**src/rtl/rv32_pkg.sv**
```systemverilog
// Shared RV32I definitions used by decode and execute: opcodes, funct3 codes,
// SYSTEM encodings that halt the core, and the execute halt FSM state type.
package rv32_pkg;

  localparam logic [6:0] LUI   = 7'b0110111;
  localparam logic [6:0] AUIPC = 7'b0010111;
  localparam logic [6:0] JAL   = 7'b1101111;
  localparam logic [6:0] JALR  = 7'b1100111;
  localparam logic [6:0] BCC   = 7'b1100011;
  localparam logic [6:0] LCC   = 7'b0000011;
  localparam logic [6:0] SCC   = 7'b0100011;
  localparam logic [6:0] MCC   = 7'b0010011;
  localparam logic [6:0] RCC   = 7'b0110011;
  localparam logic [6:0] SYS   = 7'b1110011;

  localparam logic [2:0] F3_ADD  = 3'b000;
  localparam logic [2:0] F3_SLL  = 3'b001;
  localparam logic [2:0] F3_SLT  = 3'b010;
  localparam logic [2:0] F3_SLTU = 3'b011;
  localparam logic [2:0] F3_XOR  = 3'b100;
  localparam logic [2:0] F3_SR   = 3'b101;
  localparam logic [2:0] F3_OR   = 3'b110;
  localparam logic [2:0] F3_AND  = 3'b111;

  localparam logic [2:0] F3_BEQ  = 3'b000;
  localparam logic [2:0] F3_BNE  = 3'b001;
  localparam logic [2:0] F3_BLT  = 3'b100;
  localparam logic [2:0] F3_BGE  = 3'b101;
  localparam logic [2:0] F3_BLTU = 3'b110;
  localparam logic [2:0] F3_BGEU = 3'b111;

  localparam logic [31:0] ECALL  = 32'h0000_0073;
  localparam logic [31:0] EBREAK = 32'h0010_0073;

  typedef enum logic {RUN, HALT} halt_state_e;

endpackage

```
**src/rtl/alu.sv**
```systemverilog
// Combinational RV32I integer ALU; alt_i selects SUB for ADD and SRA for SRL.
module alu
  import rv32_pkg::*;
(
  input  logic [31:0] a_i,
  input  logic [31:0] b_i,
  input  logic [2:0]  funct3_i,
  input  logic        alt_i,
  output logic [31:0] res_o
);

  always_comb begin
    res_o = 32'h0;
    unique case (funct3_i)
      F3_ADD:  res_o = alt_i ? a_i - b_i : a_i + b_i;
      F3_SLL:  res_o = a_i << b_i[4:0];
      F3_SLT:  res_o = {31'h0, $signed(a_i) < $signed(b_i)};
      F3_SLTU: res_o = {31'h0, a_i < b_i};
      F3_XOR:  res_o = a_i ^ b_i;
      F3_SR:   res_o = alt_i ? 32'($signed(a_i) >>> b_i[4:0]) : a_i >> b_i[4:0];
      F3_OR:   res_o = a_i | b_i;
      F3_AND:  res_o = a_i & b_i;
      default: res_o = 32'h0;
    endcase
  end

endmodule

```
**src/rtl/execute.sv**
```systemverilog
// RV32I execute stage: ALU, branch/jump resolution, sticky ECALL/EBREAK halt,
// retired-instruction counter and the EX/MEM pipeline register.
module execute
  import rv32_pkg::*;
#(
  parameter logic [31:0] RESET_PC = 32'h0000_0000
) (
  input  logic        CLK,
  input  logic        RST,
  input  logic [31:0] ID_EX_pc,
  input  logic [31:0] ID_EX_inst,
  input  logic [31:0] ID_EX_rs1,
  input  logic [31:0] ID_EX_rs2,
  input  logic [4:0]  ID_EX_rd,
  input  logic [31:0] ID_EX_imm,
  input  logic        ID_EX_is_jalr,
  input  logic        ID_EX_is_jal,
  input  logic        ID_EX_is_sys,
  input  logic        ID_EX_is_branch,
  output logic [31:0] ID_EX_alu,
  output logic        branch_taken,
  output logic [31:0] branch_target,
  output logic [31:0] EX_MEM_pc,
  output logic [31:0] EX_MEM_inst,
  output logic [31:0] EX_MEM_alu,
  output logic [31:0] EX_MEM_rs2,
  output logic [4:0]  EX_MEM_rd,
  output logic        halted,
  output logic [31:0] exec_count
);

  halt_state_e state_q;
  logic [31:0] pc_q, inst_q, alu_q, rs2_q, cnt_q;
  logic [4:0]  rd_q;

  logic [6:0]  opc;
  logic [2:0]  f3;
  logic        valid, cond, is_halt;
  logic [31:0] alu_b, alu_res, pc_imm;
  logic [2:0]  alu_f3;
  logic        alu_alt;

  assign opc    = ID_EX_inst[6:0];
  assign f3     = ID_EX_inst[14:12];
  assign valid  = (ID_EX_inst != 32'h0) && (state_q == RUN);
  assign pc_imm = ID_EX_pc + ID_EX_imm;

  // Only OP uses inst[30] for SUB; OP-IMM uses it solely to pick SRAI over SRLI.
  assign alu_b   = (opc == RCC) ? ID_EX_rs2 : ID_EX_imm;
  assign alu_f3  = (opc == RCC || opc == MCC) ? f3 : F3_ADD;
  assign alu_alt = ID_EX_inst[30] && (opc == RCC || (opc == MCC && f3 == F3_SR));

  alu u_alu (
    .a_i      (ID_EX_rs1),
    .b_i      (alu_b),
    .funct3_i (alu_f3),
    .alt_i    (alu_alt),
    .res_o    (alu_res)
  );

  always_comb begin
    ID_EX_alu = 32'h0;
    unique case (opc)
      LUI:                ID_EX_alu = ID_EX_imm;
      AUIPC:              ID_EX_alu = pc_imm;
      JAL, JALR:          ID_EX_alu = ID_EX_pc + 32'd4;
      LCC, SCC, MCC, RCC: ID_EX_alu = alu_res;
      default:            ID_EX_alu = 32'h0;
    endcase
  end

  always_comb begin
    cond = 1'b0;
    unique case (f3)
      F3_BEQ:  cond = ID_EX_rs1 == ID_EX_rs2;
      F3_BNE:  cond = ID_EX_rs1 != ID_EX_rs2;
      F3_BLT:  cond = $signed(ID_EX_rs1) <  $signed(ID_EX_rs2);
      F3_BGE:  cond = $signed(ID_EX_rs1) >= $signed(ID_EX_rs2);
      F3_BLTU: cond = ID_EX_rs1 <  ID_EX_rs2;
      F3_BGEU: cond = ID_EX_rs1 >= ID_EX_rs2;
      default: cond = 1'b0;
    endcase
  end

  assign branch_taken  = !RST && valid &&
                         (ID_EX_is_jal || ID_EX_is_jalr || (ID_EX_is_branch && cond));
  assign branch_target = ID_EX_is_jalr ? ((ID_EX_rs1 + ID_EX_imm) & ~32'h1) : pc_imm;
  assign is_halt       = valid && ID_EX_is_sys && (ID_EX_inst == ECALL || ID_EX_inst == EBREAK);

  always_ff @(posedge CLK or posedge RST) begin
    if (RST) begin
      state_q <= RUN;
      pc_q    <= RESET_PC;
      inst_q  <= 32'h0;
      alu_q   <= 32'h0;
      rs2_q   <= 32'h0;
      rd_q    <= 5'h0;
      cnt_q   <= 32'h0;
    end else begin
      unique case (state_q)
        RUN:     if (is_halt) state_q <= HALT;
        HALT:    state_q <= HALT;
        default: state_q <= RUN;
      endcase
      pc_q   <= ID_EX_pc;
      rs2_q  <= ID_EX_rs2;
      inst_q <= valid ? ID_EX_inst : 32'h0;
      alu_q  <= valid ? ID_EX_alu  : 32'h0;
      rd_q   <= valid ? ID_EX_rd   : 5'h0;
      if (valid) cnt_q <= cnt_q + 32'd1;
    end
  end

  assign halted      = (state_q == HALT);
  assign exec_count  = cnt_q;
  assign EX_MEM_pc   = pc_q;
  assign EX_MEM_inst = inst_q;
  assign EX_MEM_alu  = alu_q;
  assign EX_MEM_rs2  = rs2_q;
  assign EX_MEM_rd   = rd_q;

endmodule

```
**config.mk**
```make
export PLATFORM = sky130hd
export DESIGN_NAME = execute
export DESIGN_NICKNAME = d
export VERILOG_FILES = /design/src/rtl/rv32_pkg.sv /design/src/rtl/alu.sv /design/src/rtl/execute.sv
export SDC_FILE = /design/constraint.sdc
export NUM_CORES = 1
export LEC_CHECK = 0
export BUFFER_PORTS_ARGS = -buffer_cell sky130_fd_sc_hd__clkbuf_2
export CORE_MARGIN = 2
export CORE_UTILIZATION = 30
export DETAILED_ROUTE_END_ITERATION = 8
export PLACE_DENSITY_LB_ADDON = 0.05
export SLEW_MARGIN = 0
export SYNTH_ARGS = -nofsm -noshare
export SYNTH_HDL_FRONTEND = slang
export SYNTH_SLANG_ARGS = --single-unit
```
**constraint.sdc**
```tcl
create_clock -name CLK -period 23.6 [get_ports CLK]
set_clock_uncertainty 0.05 [all_clocks]
set_input_delay 7.08 -clock CLK [delete_from_list [all_inputs] [get_ports CLK]]
set_output_delay 7.08 -clock CLK [all_outputs]
set_load 0.02 [all_outputs]
```
# Word level (Yosys, flattened, before mapping)
# Index checks and enable logic that the tools add are counted.
dict set report totals {
  register_bits 166
  input_bits 171
  output_inout_bits 231
}
dict set report op_classes {
  addsub 6
  n_lt_le_gt_ge 6
  n_eq_ne 24
  shift 3
  mux 13
  n_bitwise 4
  n_reduce_logical 19
}
# op n
set ops {}
lappend ops {{32-bit case mux with 8 select lines} 1}
lappend ops {{32-bit two-way mux} 6}
lappend ops {{32-bit less-than comparator} 4}
lappend ops {{32-bit case mux with 4 select lines} 1}
lappend ops {{32-bit adder} 3}
lappend ops {{32-bit >= comparator} 2}
lappend ops {{32-bit by 1-bit adder with 32-bit output (second input constant)} 1}
lappend ops {{32-bit by 3-bit adder with 32-bit output (second input constant)} 1}
lappend ops {{32-bit AND} 1}
lappend ops {{32-bit by 21-bit equality test with 1-bit output (second input constant)} 1}
lappend ops {{32-bit equality test} 1}
lappend ops {{32-bit by 7-bit equality test with 1-bit output (second input constant)} 1}
lappend ops {{32-bit != test} 1}
lappend ops {{32-bit bitwise OR} 1}
lappend ops {{32-bit nonzero test} 1}
lappend ops {{32-bit by 5-bit left shift with 32-bit output} 1}
lappend ops {{32-bit by 5-bit >> shifter with 32-bit output} 1}
lappend ops {{32-bit by 5-bit >>> shifter with 32-bit output} 1}
lappend ops {{32-bit subtractor} 1}
lappend ops {{32-bit bitwise XOR} 1}
lappend ops {{3-bit equality test (second input constant)} 8}
lappend ops {{7-bit by 6-bit equality test with 1-bit output (second input constant)} 3}
lappend ops {{7-bit by 5-bit equality test with 1-bit output (second input constant)} 2}
lappend ops {{7-bit equality test (second input constant)} 2}
lappend ops {{other kinds (15)} 29}

# Depth between registers and ports, before layout
dict set report depth {
  word_depth 8
  ltp_mapped 20
}

# Cells and area by module
# From an unflattened synthesis, not the netlist that was laid out.
dict set report hier_totals {
  cells_unflattened 2562
  hier_area_um2 20171.8
}
# mod n_inst cells_per_inst area_each_um2
set by_module_without_submodules {}
lappend by_module_without_submodules {execute 1 1277 11468.5}
lappend by_module_without_submodules {alu 1 1285 8703.3}

# Least setup slack after synthesis
# Ideal clock, no wire load.
dict set report synth_timing {
  kind {input -> output}
  from {input ID_EX_inst[3]}
  to {output ID_EX_alu[18]}
  t_arrival_ps 10915
  t_required_ps 16470
  slack_ps 5555
  path_stages 19
  n_path_buf 4
  cell_sequence {and4bb_1 -> buf_2 -> nand3_1 -> and2_1 -> inv_2 -> buf_2 -> buf_2 -> buf_2 -> ha_1 -> nor2b_1 -> o21ai_0 -> a21oi_1 -> o41a_1 -> o21a_1 -> o211ai_1 -> nand2_1 -> and4_1 -> o21a_1 -> o31ai_1}
}
dict set report synth_between {
  elab_chain_len 7
  word_cells_on_any_way 36
}
# item line
set synth_rtl {}
lappend synth_rtl {{start, declared} execute.sv:11} ;# input logic [31:0] ID_EX_inst,
lappend synth_rtl {{parallel branches: the longest is 6 deep, another holds 32-bit adder} --}
lappend synth_rtl {{32-bit case mux with 4 select lines (*)} execute.sv:63} ;# unique case (opc)
lappend synth_rtl {{end, declared} execute.sv:20} ;# output logic [31:0] ID_EX_alu,
# Every way passes the cells marked *.

# Worst setup path in the final report
dict set report layout_timing {
  from {input ID_EX_inst[5]}
  to {output ID_EX_alu[24]}
}
# The elaborated chain is that of the path after synthesis.

==> flow_metrics.tcl <==
set metrics [dict create \
    outcome "finished clean" \
    clk_transition_reported_paths_ps 70 \
    cp_data_required_time_ps 16470 \
    cts-buffers-inserted 17 \
    grt_setup_unrepaired "no" \
    worstSetupStartpointType "input port" \
    largest_family_of_logic_cells_by_synthesized_area "compound AO/OA/AOI/OAI gates" \
    clock_latency_ps 490 \
    start_point_of_the_worst_min_delay_path "exec_count[31]$_DFFE_PP0P_" \
    synth-seq-area-share 0.2095 \
    fraction_of_registers_with_async_set_reset 1.000 \
    finalSetupViolations 0 \
    post-route-util 0.3547 \
    initial_core_util 0.3022 \
    core_area_sq_um 65630 \
    yosys_warnings 0 \
    p_leak_nw 10.87 \
    use_met2 0.4780 \
    route.final.wire_length_mm 106.8 \
    hold_class "reg2reg" \
    drt-vias-per-instance 5.883 \
    synth-edff-count 0 \
    wl_per_cell_microns 27.60 \
    worst_slew_pin_slew_ps 1211 \
    powerDensity_nw_per_um2 45.56 \
    finalWorstSetupSlack_ps 3502 \
    global_route.peak_usage_layer "met2" \
    synth-xor-area-share 0.06050 \
    grt_use_met3 0.04452 \
    grt_pass1_vias 21850 \
    layout_commonest_cell "sky130_fd_sc_hd__clkbuf_2" \
    cts_tree "done" \
    syn-instance-count 2678 \
    total_power_mw 1.061 \
    post_synth_and_or_nand_nor_area_fraction 0.2116 \
    drtPass1Iterations 6 \
    grt_max_degree 75 \
    synth_compound_gate_area_share 0.3074 \
    drtAntennaViolNets 0 \
    gr-total-overflow 0 \
    cts_hold_buffers 0 \
    worst-setup-path-type "in2out" \
    whs_path_depth 1 \
    cts.htree.levels 4 \
    setup_total_negative_slack_ps 0 \
    drv_cap 0 \
    min_delay_worst_endpoint "exec_count[31]$_DFFE_PP0P_" \
    cts_num_sinks 166 \
    dp_hpwl_mm 85.20 \
    floorplan.io_pins 402 \
    finalCritPeriodShare 0.8516 \
    finalWorstPathRequiredPeriod_ps 20100 \
    slew_headroom 0.1850 \
    timing.reg2reg.worst_path_depth 6 \
    critical_path.endpoint_type "output port" \
    post-cts-setup-buffer-count 0 \
    die_y_microns 261.1 \
    ys_types 96 \
    post_synth_instance_area_sq_um 19830 \
    reg2reg_to "exec_count[30]$_DFFE_PP0P_" \
    mappedNetlistNets 3037 \
    die_width_microns 261.1 \
    grt_first_pass_wirelength_mm 152.8 \
    cp.arrival_ps 12970 \
    achievable-frequency_mhz 49.76 \
    synth_top_area_share 0.2095 \
    grt_use_total 0.3058 \
    instances_no_fill 3870 \
    number_of_resized_instances_in_the_post_cts_repair_step 0 \
    final_max_slew_viol_count 0 \
    placed_cells 3835 \
    dominant_cells_by_area_after_synthesis "sky130_fd_sc_hd__dfrtp_1 21%, sky130_fd_sc_hd__ha_1 12%, sky130_fd_sc_hd__a21oi_1 6.8%" \
    die-area_sq_um 68180 \
    gr-usage-met1 0.4351 \
    post_synthesis_average_cell_area_sq_um 7.406 \
    final_nets 3349 \
    synth_register_bits 166 \
    timing_hold_violations_final 0 \
    root_buffer "sky130_fd_sc_hd__clkbuf_16" \
    port-buffer-count 401 \
    timing.rr.start "halted$_DFF_PP0_" \
    routabilityCongestion 1.017 \
    layout-drive-gt1-share 0.1778 \
    final_cell_mix "401 x sky130_fd_sc_hd__clkbuf_2, 267 x sky130_fd_sc_hd__a21oi_1, 258 x sky130_fd_sc_hd__nand2_1" \
    vdd.ir_drop.worst_v 0.00004258 \
    drt_drc_violations_left 0 \
    grt_antenna_before_repair 3 \
    synthFlopType "sky130_fd_sc_hd__dfrtp_1" \
    rows 94 \
    area.growth.synth_to_final_pct 17.37 \
    setup.reg_to_reg.worst_slack_ps 20720 \
    crit_fanout 74 \
    synth_mux_area_frac 0.03079 \
    post_place_setup_slack_ps 3681 \
    first_iter_violations 2217 \
    clock_path_buffers 2 \
    post_synth_adder_cell_area 0.1197 \
    via_count 22770 \
    synth_top_cell_by_area "sky130_fd_sc_hd__dfrtp_1" \
]
routing by layer:
metal | share of wire | wire, microns
met5 | 0 | 0
met4 | 0.027 | 2912
met3 | 0.067 | 7208
met2 | 0.44 | 47300
met1 | 0.46 | 49380
synthesized netlist by cell type (all sizes together), types with 43 or more instances:
| cell type | instances |
|---|---|
| a21oi | 269 |
| nand2 | 259 |
| o21ai | 250 |
| nor2 | 189 |
| ha | 185 |
| dfrtp | 166 |
| inv | 155 |
| nand3 | 142 |
| xnor2 | 108 |
| clkbuf | 93 |
| a21o | 66 |
| and2 | 58 |
| buf | 56 |
| o211ai | 52 |
| mux2i | 43 |
| nor3 | 43 |
stage by stage:
| stage | hold slack (ps) | cell area [sq um] |
|---|---|---|
| floorplan | 532.4 | 19830 |
| global placement | 421.1 | 22680 |
| detailed placement | 413.1 | 22680 |
| CTS | 430.8 | 23270 |
| global route | 435.5 | 23270 |
| finish | 427.5 | 23280 |
sequential cells by signal, summed over array words and instances (netlist names):
name and count:
EX_MEM_alu 32, EX_MEM_inst 32, EX_MEM_pc 32, EX_MEM_rd 5, EX_MEM_rs2 32, exec_count 32, halted 1
cell families (layout without fill, tap and decap cells):
logic type,after synthesis,in the layout
AO/OA/AOI/OAI,953,953
AND/OR/NAND/NOR,869,869
buffers and inverters,306,631
adder cells (fa/ha/maj),188,188
flip-flops,166,166
XOR/XNOR,137,137
multiplexers,59,59
other,0,3
critical path, stage by stage:
cell and delay (ps):
sky130_fd_sc_hd__clkbuf_2 310, sky130_fd_sc_hd__nand2_1 290, sky130_fd_sc_hd__o31ai_1 510, sky130_fd_sc_hd__nand2_2 90, sky130_fd_sc_hd__buf_4 350, sky130_fd_sc_hd__inv_2 110
sky130_fd_sc_hd__buf_4 630, sky130_fd_sc_hd__fa_1 360, sky130_fd_sc_hd__nor2b_1 60, sky130_fd_sc_hd__o21ai_0 390, sky130_fd_sc_hd__a21oi_1 190, sky130_fd_sc_hd__o41a_1 420
sky130_fd_sc_hd__o21a_1 300, sky130_fd_sc_hd__o21a_1 240, sky130_fd_sc_hd__nand4_1 90, sky130_fd_sc_hd__a2bb2oi_1 80, sky130_fd_sc_hd__xnor2_1 130, sky130_fd_sc_hd__a211oi_1 850
sky130_fd_sc_hd__or3_1 220, sky130_fd_sc_hd__clkbuf_2 170
how the worst max path moves through the flow:
stage,from,cells after the start,to,slack [ps]
floorplan,ID_EX_inst[3],19,ID_EX_alu[18],5550
global placement,ID_EX_inst[5],20,ID_EX_alu[24],3730
detailed placement,ID_EX_inst[5],20,ID_EX_alu[24],3680
CTS,ID_EX_inst[5],20,ID_EX_alu[24],3650
global route,ID_EX_inst[5],20,ID_EX_alu[24],3180
finish,ID_EX_inst[5],20,ID_EX_alu[24],3500
where the power goes:
| group | internal [mW] | total (mW) | switching [mW] |
|---|---|---|---|
| clock | 0.146 | 0.294 | 0.148 |
| combinational | 0.152 | 0.470 | 0.317 |
| sequential | 0.294 | 0.297 | 0.00281 |
| total | 0.593 | 1.06 | 0.468 |
final cells by class:
type                    count  area, sq um
fillers                  7135        42350
multi-input cells        2206        14540
flip-flops and latches    166         4154
repair buffers            442         2315
well taps                 864         1081
inverters                 157        594.3
clock buffers              19        452.9
clock inverters            13        136.4
diodes                      3        7.507
Power figures use the tool's default switching activity.
